===== src/rtl/sprite_motion_if.sv =====
// Control and status bundle between the game master FSM (master) and one
// sprite motion engine (slave).
interface sprite_motion_if #(
  parameter int X_W = 11,
  parameter int Y_W = 11,
  parameter int D_W = 4
);
  logic                  sprite_write_xy;
  logic signed [X_W-1:0] sprite_write_x;
  logic signed [Y_W-1:0] sprite_write_y;
  logic                  sprite_write_dxy;
  logic signed [D_W-1:0] sprite_write_dx;
  logic signed [D_W-1:0] sprite_write_dy;
  logic                  sprite_enable_update;
  logic                  frame_strobe;
  logic signed [X_W-1:0] sprite_x;
  logic signed [Y_W-1:0] sprite_y;
  logic                  sprite_within_screen;
  logic                  sprite_step_done;

  modport master (
    output sprite_write_xy, sprite_write_x, sprite_write_y,
    output sprite_write_dxy, sprite_write_dx, sprite_write_dy,
    output sprite_enable_update, frame_strobe,
    input  sprite_x, sprite_y, sprite_within_screen, sprite_step_done
  );

  modport slave (
    input  sprite_write_xy, sprite_write_x, sprite_write_y,
    input  sprite_write_dxy, sprite_write_dx, sprite_write_dy,
    input  sprite_enable_update, frame_strobe,
    output sprite_x, sprite_y, sprite_within_screen, sprite_step_done
  );
endinterface


===== src/rtl/sprite_motion.sv =====
// Per-sprite position/velocity engine: advances a saturating signed position by
// its velocity once every UPDATE_DIV frame strobes and reports screen overlap.
module sprite_motion #(
  parameter int SCREEN_W   = 640,
  parameter int SCREEN_H   = 480,
  parameter int SPRITE_W   = 8,
  parameter int SPRITE_H   = 8,
  parameter int X_W        = 11,
  parameter int Y_W        = 11,
  parameter int D_W        = 4,
  parameter int UPDATE_DIV = 1
) (
  input  logic            clk,
  input  logic            rst,
  sprite_motion_if.slave  bus
);

  localparam int DIV_W = (UPDATE_DIV > 1) ? $clog2(UPDATE_DIV) : 1;
  localparam logic [DIV_W-1:0]      DIV_LAST = DIV_W'(UPDATE_DIV - 1);
  localparam logic signed [X_W-1:0] X_LO     = X_W'(-SPRITE_W);
  localparam logic signed [X_W-1:0] X_HI     = X_W'(SCREEN_W);
  localparam logic signed [Y_W-1:0] Y_LO     = Y_W'(-SPRITE_H);
  localparam logic signed [Y_W-1:0] Y_HI     = Y_W'(SCREEN_H);

  typedef enum logic [1:0] {
    S_IDLE  = 2'd0,
    S_RUN   = 2'd1,
    S_STEP  = 2'd2,
    S_CHECK = 2'd3
  } state_t;

  state_t                r_state;
  logic [DIV_W-1:0]      r_div;
  logic signed [X_W-1:0] r_x;
  logic signed [Y_W-1:0] r_y;
  logic signed [D_W-1:0] r_dx;
  logic signed [D_W-1:0] r_dy;
  logic                  r_within;
  logic                  r_step_done;

  logic signed [X_W-1:0] w_x_step;
  logic signed [Y_W-1:0] w_y_step;
  logic                  w_within;

  // One extra bit of headroom; disagreeing top bits mean the sum left the range.
  function automatic logic signed [X_W-1:0] sat_add_x(
    input logic signed [X_W-1:0] a,
    input logic signed [D_W-1:0] d
  );
    logic signed [X_W:0] sum;
    sum = {a[X_W-1], a} + {{(X_W+1-D_W){d[D_W-1]}}, d};
    if (sum[X_W] != sum[X_W-1]) begin
      return sum[X_W] ? {1'b1, {(X_W-1){1'b0}}} : {1'b0, {(X_W-1){1'b1}}};
    end else begin
      return sum[X_W-1:0];
    end
  endfunction

  function automatic logic signed [Y_W-1:0] sat_add_y(
    input logic signed [Y_W-1:0] a,
    input logic signed [D_W-1:0] d
  );
    logic signed [Y_W:0] sum;
    sum = {a[Y_W-1], a} + {{(Y_W+1-D_W){d[D_W-1]}}, d};
    if (sum[Y_W] != sum[Y_W-1]) begin
      return sum[Y_W] ? {1'b1, {(Y_W-1){1'b0}}} : {1'b0, {(Y_W-1){1'b1}}};
    end else begin
      return sum[Y_W-1:0];
    end
  endfunction

  assign w_x_step = sat_add_x(r_x, r_dx);
  assign w_y_step = sat_add_y(r_y, r_dy);
  assign w_within = (r_x > X_LO) && (r_x < X_HI) && (r_y > Y_LO) && (r_y < Y_HI);

  // Motion FSM, frame divider, position/velocity registers and status outputs.
  always_ff @(posedge clk or negedge rst) begin
    if (!rst) begin
      r_state     <= S_IDLE;
      r_div       <= {DIV_W{1'b0}};
      r_x         <= {X_W{1'b0}};
      r_y         <= {Y_W{1'b0}};
      r_dx        <= {D_W{1'b0}};
      r_dy        <= {D_W{1'b0}};
      r_within    <= 1'b1;
      r_step_done <= 1'b0;
    end else begin
      r_within    <= w_within;
      r_step_done <= 1'b0;
      if (bus.sprite_write_dxy) begin
        r_dx <= bus.sprite_write_dx;
        r_dy <= bus.sprite_write_dy;
      end
      case (r_state)
        S_IDLE: begin
          r_div <= {DIV_W{1'b0}};
          if (bus.sprite_enable_update) begin
            r_state <= S_RUN;
          end
        end
        S_RUN: begin
          if (!bus.sprite_enable_update) begin
            r_state <= S_IDLE;
            r_div   <= {DIV_W{1'b0}};
          end else if (bus.frame_strobe) begin
            if (r_div == DIV_LAST) begin
              r_div   <= {DIV_W{1'b0}};
              r_state <= S_STEP;
            end else begin
              r_div <= r_div + DIV_W'(1);
            end
          end
        end
        S_STEP: begin
          // A simultaneous position load wins and the step is dropped.
          if (!bus.sprite_write_xy) begin
            r_x <= w_x_step;
            r_y <= w_y_step;
          end
          r_step_done <= 1'b1;
          r_state     <= S_CHECK;
        end
        S_CHECK: begin
          r_state <= bus.sprite_enable_update ? S_RUN : S_IDLE;
        end
        default: begin
          r_state <= S_IDLE;
          r_div   <= {DIV_W{1'b0}};
        end
      endcase
      if (bus.sprite_write_xy) begin
        r_x <= bus.sprite_write_x;
        r_y <= bus.sprite_write_y;
      end
    end
  end

  assign bus.sprite_x             = r_x;
  assign bus.sprite_y             = r_y;
  assign bus.sprite_within_screen = r_within;
  assign bus.sprite_step_done     = r_step_done;

endmodule


===== src/flat_wrapper.sv =====
// flat-port wrapper written by rule: the top's interface ports become plain ports
module sprite_motion_flat 
#(
  parameter int SCREEN_W   = 640,
  parameter int SCREEN_H   = 480,
  parameter int SPRITE_W   = 8,
  parameter int SPRITE_H   = 8,
  parameter int X_W        = 11,
  parameter int Y_W        = 11,
  parameter int D_W        = 4,
  parameter int UPDATE_DIV = 1
)
  (clk, rst, bus_sprite_write_xy, bus_sprite_write_x, bus_sprite_write_y, bus_sprite_write_dxy, bus_sprite_write_dx, bus_sprite_write_dy, bus_sprite_enable_update, bus_frame_strobe, bus_sprite_x, bus_sprite_y, bus_sprite_within_screen, bus_sprite_step_done);
  sprite_motion_if #(.X_W(X_W), .Y_W(Y_W), .D_W(D_W)) bus_i ();
  input  logic clk;
  input  logic rst;
  input wire logic [$bits(bus_i.sprite_write_xy)-1:0] bus_sprite_write_xy;
  input wire logic [$bits(bus_i.sprite_write_x)-1:0] bus_sprite_write_x;
  input wire logic [$bits(bus_i.sprite_write_y)-1:0] bus_sprite_write_y;
  input wire logic [$bits(bus_i.sprite_write_dxy)-1:0] bus_sprite_write_dxy;
  input wire logic [$bits(bus_i.sprite_write_dx)-1:0] bus_sprite_write_dx;
  input wire logic [$bits(bus_i.sprite_write_dy)-1:0] bus_sprite_write_dy;
  input wire logic [$bits(bus_i.sprite_enable_update)-1:0] bus_sprite_enable_update;
  input wire logic [$bits(bus_i.frame_strobe)-1:0] bus_frame_strobe;
  output wire logic [$bits(bus_i.sprite_x)-1:0] bus_sprite_x;
  output wire logic [$bits(bus_i.sprite_y)-1:0] bus_sprite_y;
  output wire logic [$bits(bus_i.sprite_within_screen)-1:0] bus_sprite_within_screen;
  output wire logic [$bits(bus_i.sprite_step_done)-1:0] bus_sprite_step_done;
  assign bus_i.sprite_write_xy = bus_sprite_write_xy;
  assign bus_i.sprite_write_x = bus_sprite_write_x;
  assign bus_i.sprite_write_y = bus_sprite_write_y;
  assign bus_i.sprite_write_dxy = bus_sprite_write_dxy;
  assign bus_i.sprite_write_dx = bus_sprite_write_dx;
  assign bus_i.sprite_write_dy = bus_sprite_write_dy;
  assign bus_i.sprite_enable_update = bus_sprite_enable_update;
  assign bus_i.frame_strobe = bus_frame_strobe;
  assign bus_sprite_x = bus_i.sprite_x;
  assign bus_sprite_y = bus_i.sprite_y;
  assign bus_sprite_within_screen = bus_i.sprite_within_screen;
  assign bus_sprite_step_done = bus_i.sprite_step_done;
  sprite_motion #(.SCREEN_W(SCREEN_W), .SCREEN_H(SCREEN_H), .SPRITE_W(SPRITE_W), .SPRITE_H(SPRITE_H), .X_W(X_W), .Y_W(Y_W), .D_W(D_W), .UPDATE_DIV(UPDATE_DIV)) u_core (.clk(clk), .rst(rst), .bus(bus_i));
endmodule

===== config.mk =====
export PLATFORM = sky130hd
export DESIGN_NAME = sprite_motion_flat
export DESIGN_NICKNAME = d
export VERILOG_FILES = /design/src/rtl/sprite_motion_if.sv /design/src/rtl/sprite_motion.sv /design/src/flat_wrapper.sv
export SDC_FILE = /design/constraint.sdc
export NUM_CORES = 1
export LEC_CHECK = 0
export CAP_MARGIN = 20
export CORE_ASPECT_RATIO = 1.1
export CORE_MARGIN = 1.5
export CORE_UTILIZATION = 30
export CTS_BUF_LIST = sky130_fd_sc_hd__clkbuf_4
export CTS_CLUSTER_DIAMETER = 30
export CTS_CLUSTER_SIZE = 8
export DETAILED_ROUTE_END_ITERATION = 8
export PLACE_DENSITY = 0.52
export SKIP_LAST_GASP = 1
export SLEW_MARGIN = 0
export SYNTH_ARGS = -nofsm -noshare
export SYNTH_HDL_FRONTEND = slang
export SYNTH_SLANG_ARGS = --single-unit

===== constraint.sdc =====
create_clock -name clk -period 5.8 [get_ports clk]
set_input_delay 0.87 -clock clk [delete_from_list [all_inputs] [get_ports clk]]
set_output_delay 0.87 -clock clk [all_outputs]
set_load 0.005 [all_outputs]

# Word-level counts from Yosys, hierarchy flattened
# Cells that the tools add are included.
[totals] reg_bits=35 inputBits=36 output_inout_bits=24
[classes] n_addsub=3 n_lt_le_gt_ge=4 eq_ne=8 muxes=19 n_reduce_logical=8
[ops] operator="11-bit 2-to-1 mux" n=8
[ops] operator="11-bit by 4-bit adder with 12-bit output" n=2
[ops] operator="11-bit by 4-bit > comparator with 1-bit output, second input constant" n=2
[ops] operator="11-bit by 10-bit less-than comparator with 1-bit output, second input constant" n=1
[ops] operator="11-bit less-than comparator, second input constant" n=1
[ops] operator="2-bit 2-to-1 mux" n=4
[ops] operator="2-bit case mux with 4 select lines" n=1
[ops] operator="3-bit inequality test, second input constant" n=2
[ops] operator="1-bit 2-to-1 mux" n=5
[ops] operator="2-bit equality test, second input constant" n=2
[ops] operator="2-bit nonzero test" n=2
[ops] operator="1-bit logical AND" n=3
[ops] operator="3-bit AND reduction" n=1
[ops] operator="2-bit by 1-bit equality test with 1-bit output, second input constant" n=1
[ops] operator="2-bit logical NOT" n=1
[ops] operator="1-bit inequality test" n=2
[ops] operator="2-bit inequality test, second input constant" n=1
[ops] operator="1-bit case mux with 2 select lines" n=1
[ops] operator="2-bit AND reduction" n=1
[ops] operator="1-bit adder, second input constant" n=1

# Depth between registers and ports, before layout
# Gate-level depths: netlist (run 1).
[logic_depth] word_depth=5 mapped_depth=9 ltp_nobuf=9

# Worst setup path before layout (run 1)
# OpenSTA, ideal clock, no wires.
[synth_path] path_kind="reg-to-reg" from="register u_core.r_x[0] (netlist: u_core.bus.sprite_x[0])" to="register u_core.r_x[6] (netlist: u_core.bus.sprite_x[6])" arrival_time_ns=2.295 required_ns=5.674 path_slack_ns=3.378 path_stages_with_launch=9 path_buffers=0 period_less_slack_ns=2.422 path_cell_list="dfrtp_1 ha_1 fa_1 a21o_2 nand4_1 a21oi_1 nor2_4 mux2_4 a311o_1"
[synth_via] elab_chain_len=5 word_cells_on_any_way=6 cone_classes="add/sub: 1; eq/ne: 1; mux: 4"
[synth_rtl] item="start, declared" line_no="sprite_motion.sv:34" text="logic signed [X_W-1:0] r_x;"
[synth_rtl] item="start signal, assigned" line_no="sprite_motion.sv:81" text="r_x <= {X_W{1'b0}};"
[synth_rtl] item="start signal, assigned" line_no="sprite_motion.sv:117" text="r_x <= w_x_step;"
[synth_rtl] item="start signal, assigned" line_no="sprite_motion.sv:132" text="r_x <= bus.sprite_write_x;"
[synth_rtl] item="11-bit by 4-bit adder with 12-bit output (*)" line_no="sprite_motion.sv:51" text="sum = {a[X_W-1], a} + {{(X_W+1-D_W){d[D_W-1]}}, d};"
[synth_rtl] item="11-bit 2-to-1 mux or 1-bit inequality test (tied branches)" line_no="sprite_motion.sv:53, sprite_motion.sv:52"
[synth_rtl] item="11-bit 2-to-1 mux (*)" line_no="sprite_motion.sv:52" text="if (sum[X_W] != sum[X_W-1]) begin"
[synth_rtl] item="11-bit 2-to-1 mux (*)" line_no="sprite_motion.sv:94" text="case (r_state)"
[synth_rtl] item="11-bit 2-to-1 mux (*)" line_no="sprite_motion.sv:131" text="if (bus.sprite_write_xy) begin"
# Mark *: on every way between the ends. The rest lies on a longest branch, timed or not. The select of a mux whose other input is x is not followed.
# A chain may end at the register's enable or synchronous reset.

# Final worst setup path (run 1)
[layout_path] from="register u_core.r_y[0] (netlist: u_core.bus.sprite_y[0])" to="register u_core.r_y[9] (netlist: u_core.bus.sprite_y[9])"
[layout_via] elab_chain_len=5 word_cells_on_any_way=6 cone_classes="add/sub: 1; eq/ne: 1; mux: 4"
[layout_rtl] item="start, declared" line_no="sprite_motion.sv:35" text="logic signed [Y_W-1:0] r_y;"
[layout_rtl] item="start signal, assigned" line_no="sprite_motion.sv:82" text="r_y <= {Y_W{1'b0}};"
[layout_rtl] item="start signal, assigned" line_no="sprite_motion.sv:118" text="r_y <= w_y_step;"
[layout_rtl] item="start signal, assigned" line_no="sprite_motion.sv:133" text="r_y <= bus.sprite_write_y;"
[layout_rtl] item="11-bit by 4-bit adder with 12-bit output (*)" line_no="sprite_motion.sv:64" text="sum = {a[Y_W-1], a} + {{(Y_W+1-D_W){d[D_W-1]}}, d};"
[layout_rtl] item="11-bit 2-to-1 mux or 1-bit inequality test (tied branches)" line_no="sprite_motion.sv:66, sprite_motion.sv:65"
[layout_rtl] item="11-bit 2-to-1 mux (*)" line_no="sprite_motion.sv:65" text="if (sum[Y_W] != sum[Y_W-1]) begin"
[layout_rtl] item="11-bit 2-to-1 mux (*)" line_no="sprite_motion.sv:94"
[layout_rtl] item="11-bit 2-to-1 mux (*)" line_no="sprite_motion.sv:131"
# Marks and branches as above.

==> impl_metrics.py, run 1 <==
metrics = {
    "route": {
        "vias_per_cell": 5.27,
        "wire_per_inst_um": 15.6,
        "drt_drc_violations_left": 0,
        "first_iter_violations": 68,
        "routed_wl_um": 7680,
        "first_pass_iters": 4,
        "antenna_left": 0,
        "route.vias.total": 2592,
    },
    "worst_setup_path": {
        "cp.required_ps": 6060,
        "cp_max_fo": 6,
        "cp-start-kind": "flop",
        "critPathArrivalTime_ps": 3100,
        "crit_path_end_kind": "flop",
        "cp_slowest_cell": "a211oi_1",
        "worstPathCellList": "ha_1 > fa_1 > a21oi_1 > o21ai_0 > a211oi_1 > o31a_1 > nand2_1 > o221ai_1",
        "critical_path_class": "flop to flop",
        "cpPeakStageDelay_ps": 470,
    },
    "timing": {
        "fin_setup_tns_ps": 0,
        "rsz0062_at_grt": "no",
        "relSlewSlack_pct": 51.5,
        "finalCriticalPeriod_ps": 2840,
        "maxSlewViolCount": 0,
        "fin_skew_ps": 12.5,
        "setup_viol_count_final": 0,
        "layout_worst_path_cycle_share_pct": 49.0,
        "max_freq_ghz": 0.352,
        "hold_viol": 0,
        "setup_slack_ps": 2960,
        "worst_slew_pin_slew_ps": 727,
    },
    "placement": {
        "post-dp-hpwl_um": 6020,
        "gp_congestion": 0.795,
        "pre_cts_ws_ps": 2940,
        "placed_area_sq_mm": 0.00341,
        "io_buffers": 59,
    },
    "finish": {
        "n_antenna_cell": 0,
        "area_growth_pct": 27.9,
        "design_area_sq_mm": 0.00345,
        "finalNetCount": 438,
        "drive_gt1_share_pct": 8.20,
    },
    "clock_network": {
        "cts_made_buffers": 5,
        "clock_path_buffers": 2,
        "insertion_delay_ps": 330,
        "path_clk_slew_ps": 110,
        "clock_sinks": 34,
        "cts_tree": "done",
        "htree_num_levels": 2,
        "cts-root-buf": "clkbuf_4",
        "postCtsSetupBuffers": 0,
        "cts-resized-gates": 0,
        "hold_buffers": 0,
    },
    "status": {
        "outcome": "finished, final reports clean",
    },
    "logic_synthesis": {
        "syn_nets": 381,
        "yosys_register_bits": 34,
        "ys.flop_type": "dfrtp_1",
        "synth_top_family_by_area": "compound AO/OA/AOI/OAI gates",
        "muxShareOfSynthArea_pct": 3.89,
        "syn-mean-instance-area_sq_um": 8.41,
        "syn_area_sq_mm": 0.00270,
        "synth_adder_area_share_pct": 11.7,
        "synth_warnings": 0,
        "yosysUniqueCellTypes": 53,
        "yosys.area_share.xor_xnor_pct": 4.22,
        "synth-compound-area-share_pct": 26.0,
        "synth-simple-area-share_pct": 20.2,
        "synth-seq-area-share_pct": 31.6,
        "synth_edf_count": 0,
        "async_flop_share_pct": 100,
        "netlist_instances": 321,
    },
    "grt": {
        "grt_usage_pct": 17.0,
        "grt_max_degree": 35,
        "grt_remaining_overflow": 0,
        "first_global_vias": 2584,
        "antenna_found_initial": 0,
        "grt_pass1_wl_um": 12900,
    },
    "floorplanning": {
        "die-area_sq_mm": 0.00958,
        "num_rows": 36,
        "top_level_ports": 60,
        "die_h_um": 103,
        "dieWidth_um": 93.5,
        "start_util_pct": 30.7,
        "core_region_area_sq_mm": 0.00878,
    },
    "pwr": {
        "vdd_ir_drop_max_mv": 0.142,
        "powerDensity_mw_per_mm2": 367,
        "cellLeakagePower_nw": 1.45,
        "total_power_mw": 1.27,
    },
    "job": {
        "drv_cap": 0,
    },
    "hold_path": {
        "hp-class": "flop to flop",
    },
}
## synthesized netlist by cell type, types with 2 or more instances
cell	count	share of area [%]
a21oi_1	36	6.7
xnor2_1	5	1.6
a21boi_0	2	0.56
nand3_1	6	1.1
a21oi_2	2	0.65
fa_1	2	1.5
and3_1	2	0.46
mux2_2	8	3.3
nor3_1	8	1.5
dfrtp_1	33	31
a311o_1	5	1.9
nand2b_1	3	0.70
a31oi_1	3	0.70
o21ai_0	18	3.3
clkbuf_1	9	1.3
nand4_1	5	1.2
o211ai_1	3	0.83
nor4_1	2	0.46
a211oi_1	2	0.56
o21a_1	3	0.83
nor2_1	39	5.4
inv_1	6	0.83
nand2_1	45	6.3
o221ai_1	8	2.6
xor2_1	8	2.6
ha_1	22	10
o31ai_1	3	0.83
nor2b_1	5	1.2
a21o_1	4	1.1
## worst paths after layout
kind | to | cells after the start | startpoint | slack (ps)
min in group asynchronous | u_core.r_dy[2] | 2 | rst | 930
max in group asynchronous | u_core.bus.sprite_within_screen | 2 | rst | 4490
min | u_core.r_state[0] | 1 | u_core.r_state[0] | 470
max reg2reg | u_core.bus.sprite_y[9] | 8 | u_core.bus.sprite_y[0] | 2960
min reg2reg | u_core.r_state[0] | 1 | u_core.r_state[0] | 470
max | u_core.bus.sprite_y[9] | 8 | u_core.bus.sprite_y[0] | 2960
## flip-flops by register name, indices dropped and copies added (netlist names), named ones only
register and cells:
u_core.bus.sprite_within_screen 1, u_core.bus.sprite_y 11, u_core.bus.sprite_x 11, u_core.r_state 1, u_core.r_dy 4, u_core.bus.sprite_step_done 1
u_core.r_dx 4
## cell families after synthesis
group	count (synthesis)
AO/OA/AOI/OAI	102
XOR/XNOR	13
adder cells (fa/ha/maj)	24
buffers and inverters	17
flip-flops	34
multiplexers	9
AND/OR/NAND/NOR	122
## metrics by stage
stage,hold slack (ps),utilization [%],cells
finish,472,39.3,492
CTS,470,39.3,492
global route,499,39.3,492
detailed placement,454,38.8,485
global placement,447,38.8,485
floorplan,431,-,321
## layout make-up
| type | count | area [sq um] |
|---|---|---|
| inverter | 6 | 22.5 |
| tap | 114 | 143 |
| fill | 911 | 5330 |
| clock buffer | 5 | 37.5 |
| clock inverter | 2 | 10.0 |
| multi-input combinational | 270 | 1780 |
| timing repair buffer | 61 | 606 |
| sequential | 34 | 852 |
## power by group
group | total (mW) | leakage (nW) | internal, mW | switching, mW
combinational | 0.770 | 1.01 | 0.359 | 0.411
sequential | 0.370 | 0.409 | 0.295 | 0.0758
clock | 0.126 | 0.0308 | 0.0436 | 0.0819
## metal layers
layer | global-route usage, % | share of wire, % | up-vias
li1 | - | - | 1293
met1 | 22.5 | 47 | 1246
met2 | 29.7 | 50 | 45
met3 | 1.77 | 2.3 | 8
met4 | 4.31 | 1.3 | 0
met5 | 0 | 0 | -
## worst max-delay path: cells and delay by family, from the launching register on
kind	cells	cell delay, ps
flops	1	440
compound gates	5	1490
simple gates	1	190
fa+ha+maj	2	660
## placed cells by master, fill, tap and decap left out, drive strengths merged, types with 2 or more instances in the layout
cell,instances
clkdlybuf4s50,59
nand2,45
nor2,41
a21oi,38
dfrtp,33
ha,22
o21ai,19
mux2,9
nor3,8
o221ai,8
xor2,8
inv,6
nand3,6
nand4,5
nor2b,5
a311o,5
xnor2,5
clkbuf,5
a21o,5
a31oi,4
nand2b,3
o31ai,3
o211ai,3
o21a,3
a211oi,3
a21boi,3
and3,2
nor4,2
fa,2
clkinv,2
buf,2
o21bai,2
Power figures use the tool's default switching activity.
==> inputs of run 2 (changes only) <==
--- a/config.mk
+++ b/config.mk
@@ -13,7 +13,7 @@
 export CTS_CLUSTER_DIAMETER = 30
 export CTS_CLUSTER_SIZE = 8
 export DETAILED_ROUTE_END_ITERATION = 8
-export PLACE_DENSITY = 0.52
+export PLACE_DENSITY = 0.54
 export SKIP_LAST_GASP = 1
 export SLEW_MARGIN = 0
 export SYNTH_ARGS = -nofsm -noshare
==> constraint.sdc (replaced) <==
create_clock -name clk -period 2.6 [get_ports clk]
set_input_delay 0.39 -clock clk [delete_from_list [all_inputs] [get_ports clk]]
set_output_delay 0.39 -clock clk [all_outputs]
set_load 0.005 [all_outputs]
==> run 2 against run 1 <==
Wire length is 3.0% higher. Die area unchanged. Clock power grew to 3.1 times the previous value. Clock-buffer cell count unchanged. Clock skew up 2.4 ps. Critical path depth fell by 1. Largest cell class unchanged. Largest power group unchanged. Highest routed layer unchanged.
==> impl_metrics.py, run 2 (synthesized netlist as in run 1, its figures left out) <==
metrics = {
    "worst_setup_path": {
        "cp.required_ps": 2840,
        "reg2reg_slack_ps": 80,
        "cp_max_fo": 7,
        "critPathArrivalTime_ps": 2760,
        "worstPathCellList": "ha_1 > a211oi_2 > o21bai_2 > o41ai_4 > nand4_1 > mux2_4 > a311o_1",
        "cpPeakStageDelay_ps": 440,
        "crit_path_end_kind": "flop",
        "cp-start-kind": "flop",
        "critical_path_class": "flop to flop",
        "cp_slowest_cell": "dfrtp_2",
    },
    "pwr": {
        "pwr-share-seq_pct": 25.6,
        "clkPwrFrac_pct": 12.6,
        "total_power_mw": 3.12,
        "p_switching_mw": 1.35,
        "vdd_ir_drop_max_mv": 0.281,
        "cellLeakagePower_nw": 1.54,
        "swShare_pct": 43.1,
        "powerDensity_mw_per_mm2": 850,
        "p_int_mw": 1.78,
        "combPwrFrac_pct": 61.7,
    },
    "finish": {
        "finalNetCount": 456,
        "n_antenna_cell": 0,
        "num-fill-cells": 906,
        "area_growth_pct": 36.1,
        "layout_common_cells": "59 x clkdlybuf4s50_1, 44 x nand2_1, 38 x nor2_1",
        "final_common_cell": "clkdlybuf4s50_1",
        "drive_gt1_share_pct": 16.4,
    },
    "grt": {
        "grt_max_degree": 35,
        "grt_pass1_wl_um": 12800,
        "grt_usage_pct": 17.2,
        "grt_remaining_overflow": 0,
        "antenna_found_initial": 0,
        "first_global_vias": 2646,
    },
    "route": {
        "route.vias.total": 2658,
        "drt_drc_violations_left": 0,
        "first_iter_violations": 117,
        "wire_per_inst_um": 15.5,
        "antenna_left": 0,
        "vias_per_cell": 5.21,
        "first_pass_iters": 4,
        "routed_wl_um": 7910,
    },
    "clock_network": {
        "htree_num_levels": 2,
        "clock_path_buffers": 2,
        "cts_made_buffers": 5,
        "insertion_delay_ps": 350,
        "cts-root-buf": "clkbuf_4",
        "hold_buffers": 0,
        "path_clk_slew_ps": 120,
        "clock_sinks": 34,
        "cts_tree": "done",
    },
    "floorplanning": {
        "top_level_ports": 60,
        "die_h_um": 103,
        "core_region_area_sq_mm": 0.00878,
        "dieWidth_um": 93.5,
        "start_util_pct": 30.7,
        "die-area_sq_mm": 0.00958,
        "num_rows": 36,
    },
    "timing": {
        "setup_viol_count_final": 0,
        "hold_viol": 0,
        "maxSlewViolCount": 0,
        "relSlewSlack_pct": 56.1,
        "setup_slack_ps": 77.6,
        "finalCriticalPeriod_ps": 2520,
        "fin_skew_ps": 14.9,
        "max_freq_ghz": 0.396,
        "rsz0062_at_grt": "yes",
        "layout_worst_path_cycle_share_pct": 97.0,
        "worst_slew_pin_slew_ps": 657,
    },
    "placement": {
        "pre_cts_ws_ps": -77.0,
        "io_buffers": 59,
        "post-dp-hpwl_um": 6070,
        "gp_congestion": 0.840,
    },
    "job": {
        "drv_cap": 0,
    },
    "status": {
        "outcome": "finished, final reports clean",
    },
    "hold_path": {
        "hp-class": "input pin to asynchronous set/reset pin",
    },
}
run 2: cell count changes in the layout (fill, tap and decap cells not counted), sizes merged:
cell | previous run | this run
bufinv | 0 | 1
buf | 2 | 20
clkinv | 2 | 1
run 2: through the flow:
stage,util (%),cells,hold WS (ps),cell area (sq um),setup TNS [ps]
after floorplan,-,321,94.4,2700,0
after global placement,39.9,498,453,3500,-285
after detailed placement,39.9,498,462,3500,-288
after CTS,40.8,505,448,3590,0
after global routing,41.8,510,473,3670,-48.9
final,41.8,510,435,3670,0
run 2: worst paths after layout:
kind | startpoint | endpoint | depth (start not counted)
setup / recovery | u_core.bus.sprite_x[1] | u_core.bus.sprite_x[4] | 7
hold / removal | rst | u_core.bus.sprite_y[10] | 2
setup reg to reg | u_core.bus.sprite_x[1] | u_core.bus.sprite_x[4] | 7
hold reg to reg | u_core.r_state[0] | u_core.r_state[0] | 1
max in group asynchronous | rst | u_core.bus.sprite_x[1] | 2
min in group clk | u_core.r_state[0] | u_core.r_state[0] | 1
run 2: critical path: cells and delay by family (launching register included):
family          cells  cell delay, ps
compound gates      4            1110
fa+ha+maj           1             320
flops               1             440
mux                 1             350
simple gates        1             190
run 2: final cells by class:
| class | instances | area, sq um | share of cell area (%) |
|---|---|---|---|
| well taps | 114 | 143 | 3.88 |
| flip-flops and latches | 34 | 856 | 23.3 |
| repair buffers | 79 | 741 | 20.2 |
| multi-input cells | 270 | 1840 | 50.1 |
| inverters | 6 | 22.5 | 0.613 |
| clock buffers | 5 | 37.5 | 1.02 |
| clock inverters | 2 | 33.8 | 0.920 |
run 2: power groups by stage:
| stage | registers [mW] | clock network, mW | logic, mW |
|---|---|---|---|
| 6_report | 0.801 | 0.394 | 1.93 |
| 3_5_place_dp | 0.813 | 0 | 1.83 |
| 4_1_cts | 0.806 | 0.410 | 1.85 |
| 5_1_grt | 0.817 | 0.431 | 2.15 |
| 3_3_place_gp | 0.817 | 0 | 1.82 |
| 2_1_floorplan | 0.793 | 0 | 1.17 |
run 2: metal layers:
metal	vias to the layer above	global-route usage, %	routed length (um)
met1	1264	21.6	3510
met5	-	0	0
met4	0	5.13	83
met3	8	2.58	249
met2	55	30.6	4070
li1	1331	-	-
run 2: what timing repair did:
action | CTS | global route
setup buffers | 0 | 5
setup endpoints to repair | 6 | 19
gates resized for setup | 3 | 19
pin swaps | 0 | 4
==> inputs of run 3 (changes only) <==
==> constraint.sdc (replaced) <==
create_clock -name clk -period 2.3 [get_ports clk]
set_input_delay 0.345 -clock clk [delete_from_list [all_inputs] [get_ports clk]]
set_output_delay 0.345 -clock clk [all_outputs]
set_load 0.005 [all_outputs]
==> run 3 against run 2 <==
The flow now finishes with violations (negative setup slack). Wire length increased by 11%. Via count increased by 10%. Hold slack got worse by 45 ps. Global-route usage increased by 1.3 points. Critical endpoint is now u_core.bus.sprite_x[6].
==> impl_metrics.py, run 3 (synthesized netlist as in run 1, its figures left out) <==
metrics = {
    "clock_network": {
        "htree_num_levels": 2,
        "path_clk_slew_ps": 120,
        "cts-root-buf": "clkbuf_4",
        "cts_tree": "done",
        "hold_buffers": 0,
        "cts_made_buffers": 5,
        "clock_path_buffers": 2,
        "clock_sinks": 34,
        "insertion_delay_ps": 340,
    },
    "floorplanning": {
        "start_util_pct": 30.7,
        "die_h_um": 103,
        "top_level_ports": 60,
        "num_rows": 36,
        "die-area_sq_mm": 0.00958,
        "dieWidth_um": 93.5,
        "core_region_area_sq_mm": 0.00878,
    },
    "timing": {
        "maxSlewViolCount": 0,
        "setup_slack_ps": -114,
        "relSlewSlack_pct": 52.3,
        "hold_viol": 0,
        "fin_skew_ps": 13.1,
        "max_freq_ghz": 0.414,
        "holdWs_ps": 391,
        "rsz0062_at_grt": "yes",
        "finalCriticalPeriod_ps": 2410,
        "worst_slew_pin_slew_ps": 713,
        "setup_viol_count_final": 16,
        "layout_worst_path_cycle_share_pct": 105,
    },
    "finish": {
        "n_antenna_cell": 0,
        "drive_gt1_share_pct": 34.9,
        "final_util_pct": 49.6,
        "stdcell_count": 567,
        "finalNetCount": 512,
        "final_common_cell": "buf_4",
        "layout_common_cells": "69 x buf_4, 59 x clkdlybuf4s50_1, 42 x nand2_1",
        "area_growth_pct": 61.4,
    },
    "worst_setup_path": {
        "cp-start-kind": "flop",
        "r2r_start": "u_core.bus.sprite_x[1]",
        "reg2reg_slack_ps": -110,
        "critical_path_class": "flop to flop",
        "crit_path_end_kind": "flop",
        "cp.required_ps": 2530,
        "cp_max_fo": 4,
        "critPathArrivalTime_ps": 2650,
        "reg2reg_to": "u_core.bus.sprite_x[6]",
        "r2r_cells": 9,
    },
    "grt": {
        "grt_max_degree": 35,
        "grt_usage_pct": 18.6,
        "grt_remaining_overflow": 0,
        "grt_pass1_wl_um": 13800,
        "first_global_vias": 2923,
        "antenna_found_initial": 0,
    },
    "pwr": {
        "total_power_mw": 4.26,
        "cellLeakagePower_nw": 1.86,
        "powerDensity_mw_per_mm2": 977,
        "vdd_ir_drop_max_mv": 0.378,
    },
    "hold_path": {
        "hp-class": "input pin to asynchronous set/reset pin",
    },
    "route": {
        "drt_drc_violations_left": 0,
        "antenna_left": 0,
        "routed_wl_um": 8820,
        "highest_layer": "met4",
        "first_pass_iters": 4,
        "met1_length_um": 3700,
        "first_iter_violations": 84,
        "route.vias.total": 2934,
        "wl_met2_um": 4560,
        "wire_per_inst_um": 15.5,
        "met3_length_um": 362,
        "vias_per_cell": 5.17,
    },
    "placement": {
        "gp_congestion": 0.858,
        "placedCellCount": 543,
        "io_buffers": 59,
        "post-dp-hpwl_um": 6530,
        "pre_cts_ws_ps": -177,
    },
    "job": {
        "drv_cap": 0,
    },
    "status": {
        "outcome": "complete, but fails checks",
        "violations": "negative setup slack",
    },
}
run 3: changes by cell type in the layout (fill, tap and decap cells not counted), moves of 6 or more:
cell | previous run | this run
buf_4 | 20 | 69
a21oi_1 | 34 | 25
a21oi_2 | 4 | 13
ha_1 | 19 | 12
buf_6 | 0 | 6
ha_4 | 0 | 6
run 3: layer usage:
metal  global-route usage [%]  up-vias
li1                         -     1436
met1                     22.3     1410
met2                     33.3       71
met3                     3.54       17
met4                     6.18        0
met5                        0        -
run 3: metrics by stage:
step                setup TNS, ps  instance area, sq um
global placement            -1690                  3880
global route                -3090                  4360
finish                       -909                  4360
detailed placement          -2320                  3880
CTS                          -934                  4130
floorplan                   -39.2                  2730
run 3: power breakdown:
part | switching (mW) | leakage, nW | internal, mW | total (mW)
Clock | 0.224 | 0.0286 | 0.114 | 0.338
Combinational | 1.45 | 1.43 | 1.59 | 3.03
Sequential | 0.142 | 0.406 | 0.745 | 0.887
run 3: how the worst max path moves through the flow:
stage | startpoint | end | slack (ps) | depth (start not counted)
4_1_cts | u_core.bus.sprite_x[1] | u_core.bus.sprite_x[2] | -120 | 7
3_5_place_dp | u_core.bus.sprite_y[0] | u_core.bus.sprite_y[8] | -180 | 9
6_report | u_core.bus.sprite_x[1] | u_core.bus.sprite_x[6] | -110 | 9
2_1_floorplan | u_core.bus.sprite_x[0] | u_core.bus.sprite_x[6] | -10 | 8
3_3_place_gp | u_core.bus.sprite_x[1] | u_core.bus.sprite_x[8] | -120 | 8
5_1_grt | u_core.bus.sprite_x[1] | u_core.bus.sprite_x[6] | -240 | 9
run 3: area by class of cell:
| cell class | count | area (sq um) |
|---|---|---|
| sequential | 34 | 856 |
| timing repair buffer | 135 | 1200 |
| inverter | 6 | 22.5 |
| fill | 860 | 4430 |
| tap | 114 | 143 |
| clock inverter | 3 | 16.3 |
| clock buffer | 5 | 37.5 |
| multi-input combinational | 270 | 2090 |
run 3: what timing repair did:
action | CTS | global route
setup endpoints to repair | 20 | 21
gates resized for setup | 24 | 46
pin swaps | 13 | 24
buffers inserted | 10 | 6
run 3: critical path: stages (launching register included):
cell and delay (ps):
dfrtp_2 470, buf_6 130, fa_2 370, a21o_2 200, nand4_1 140, a21oi_2 110
o21a_1 220, a31oi_4 260, nor2_2 80, a311o_1 320
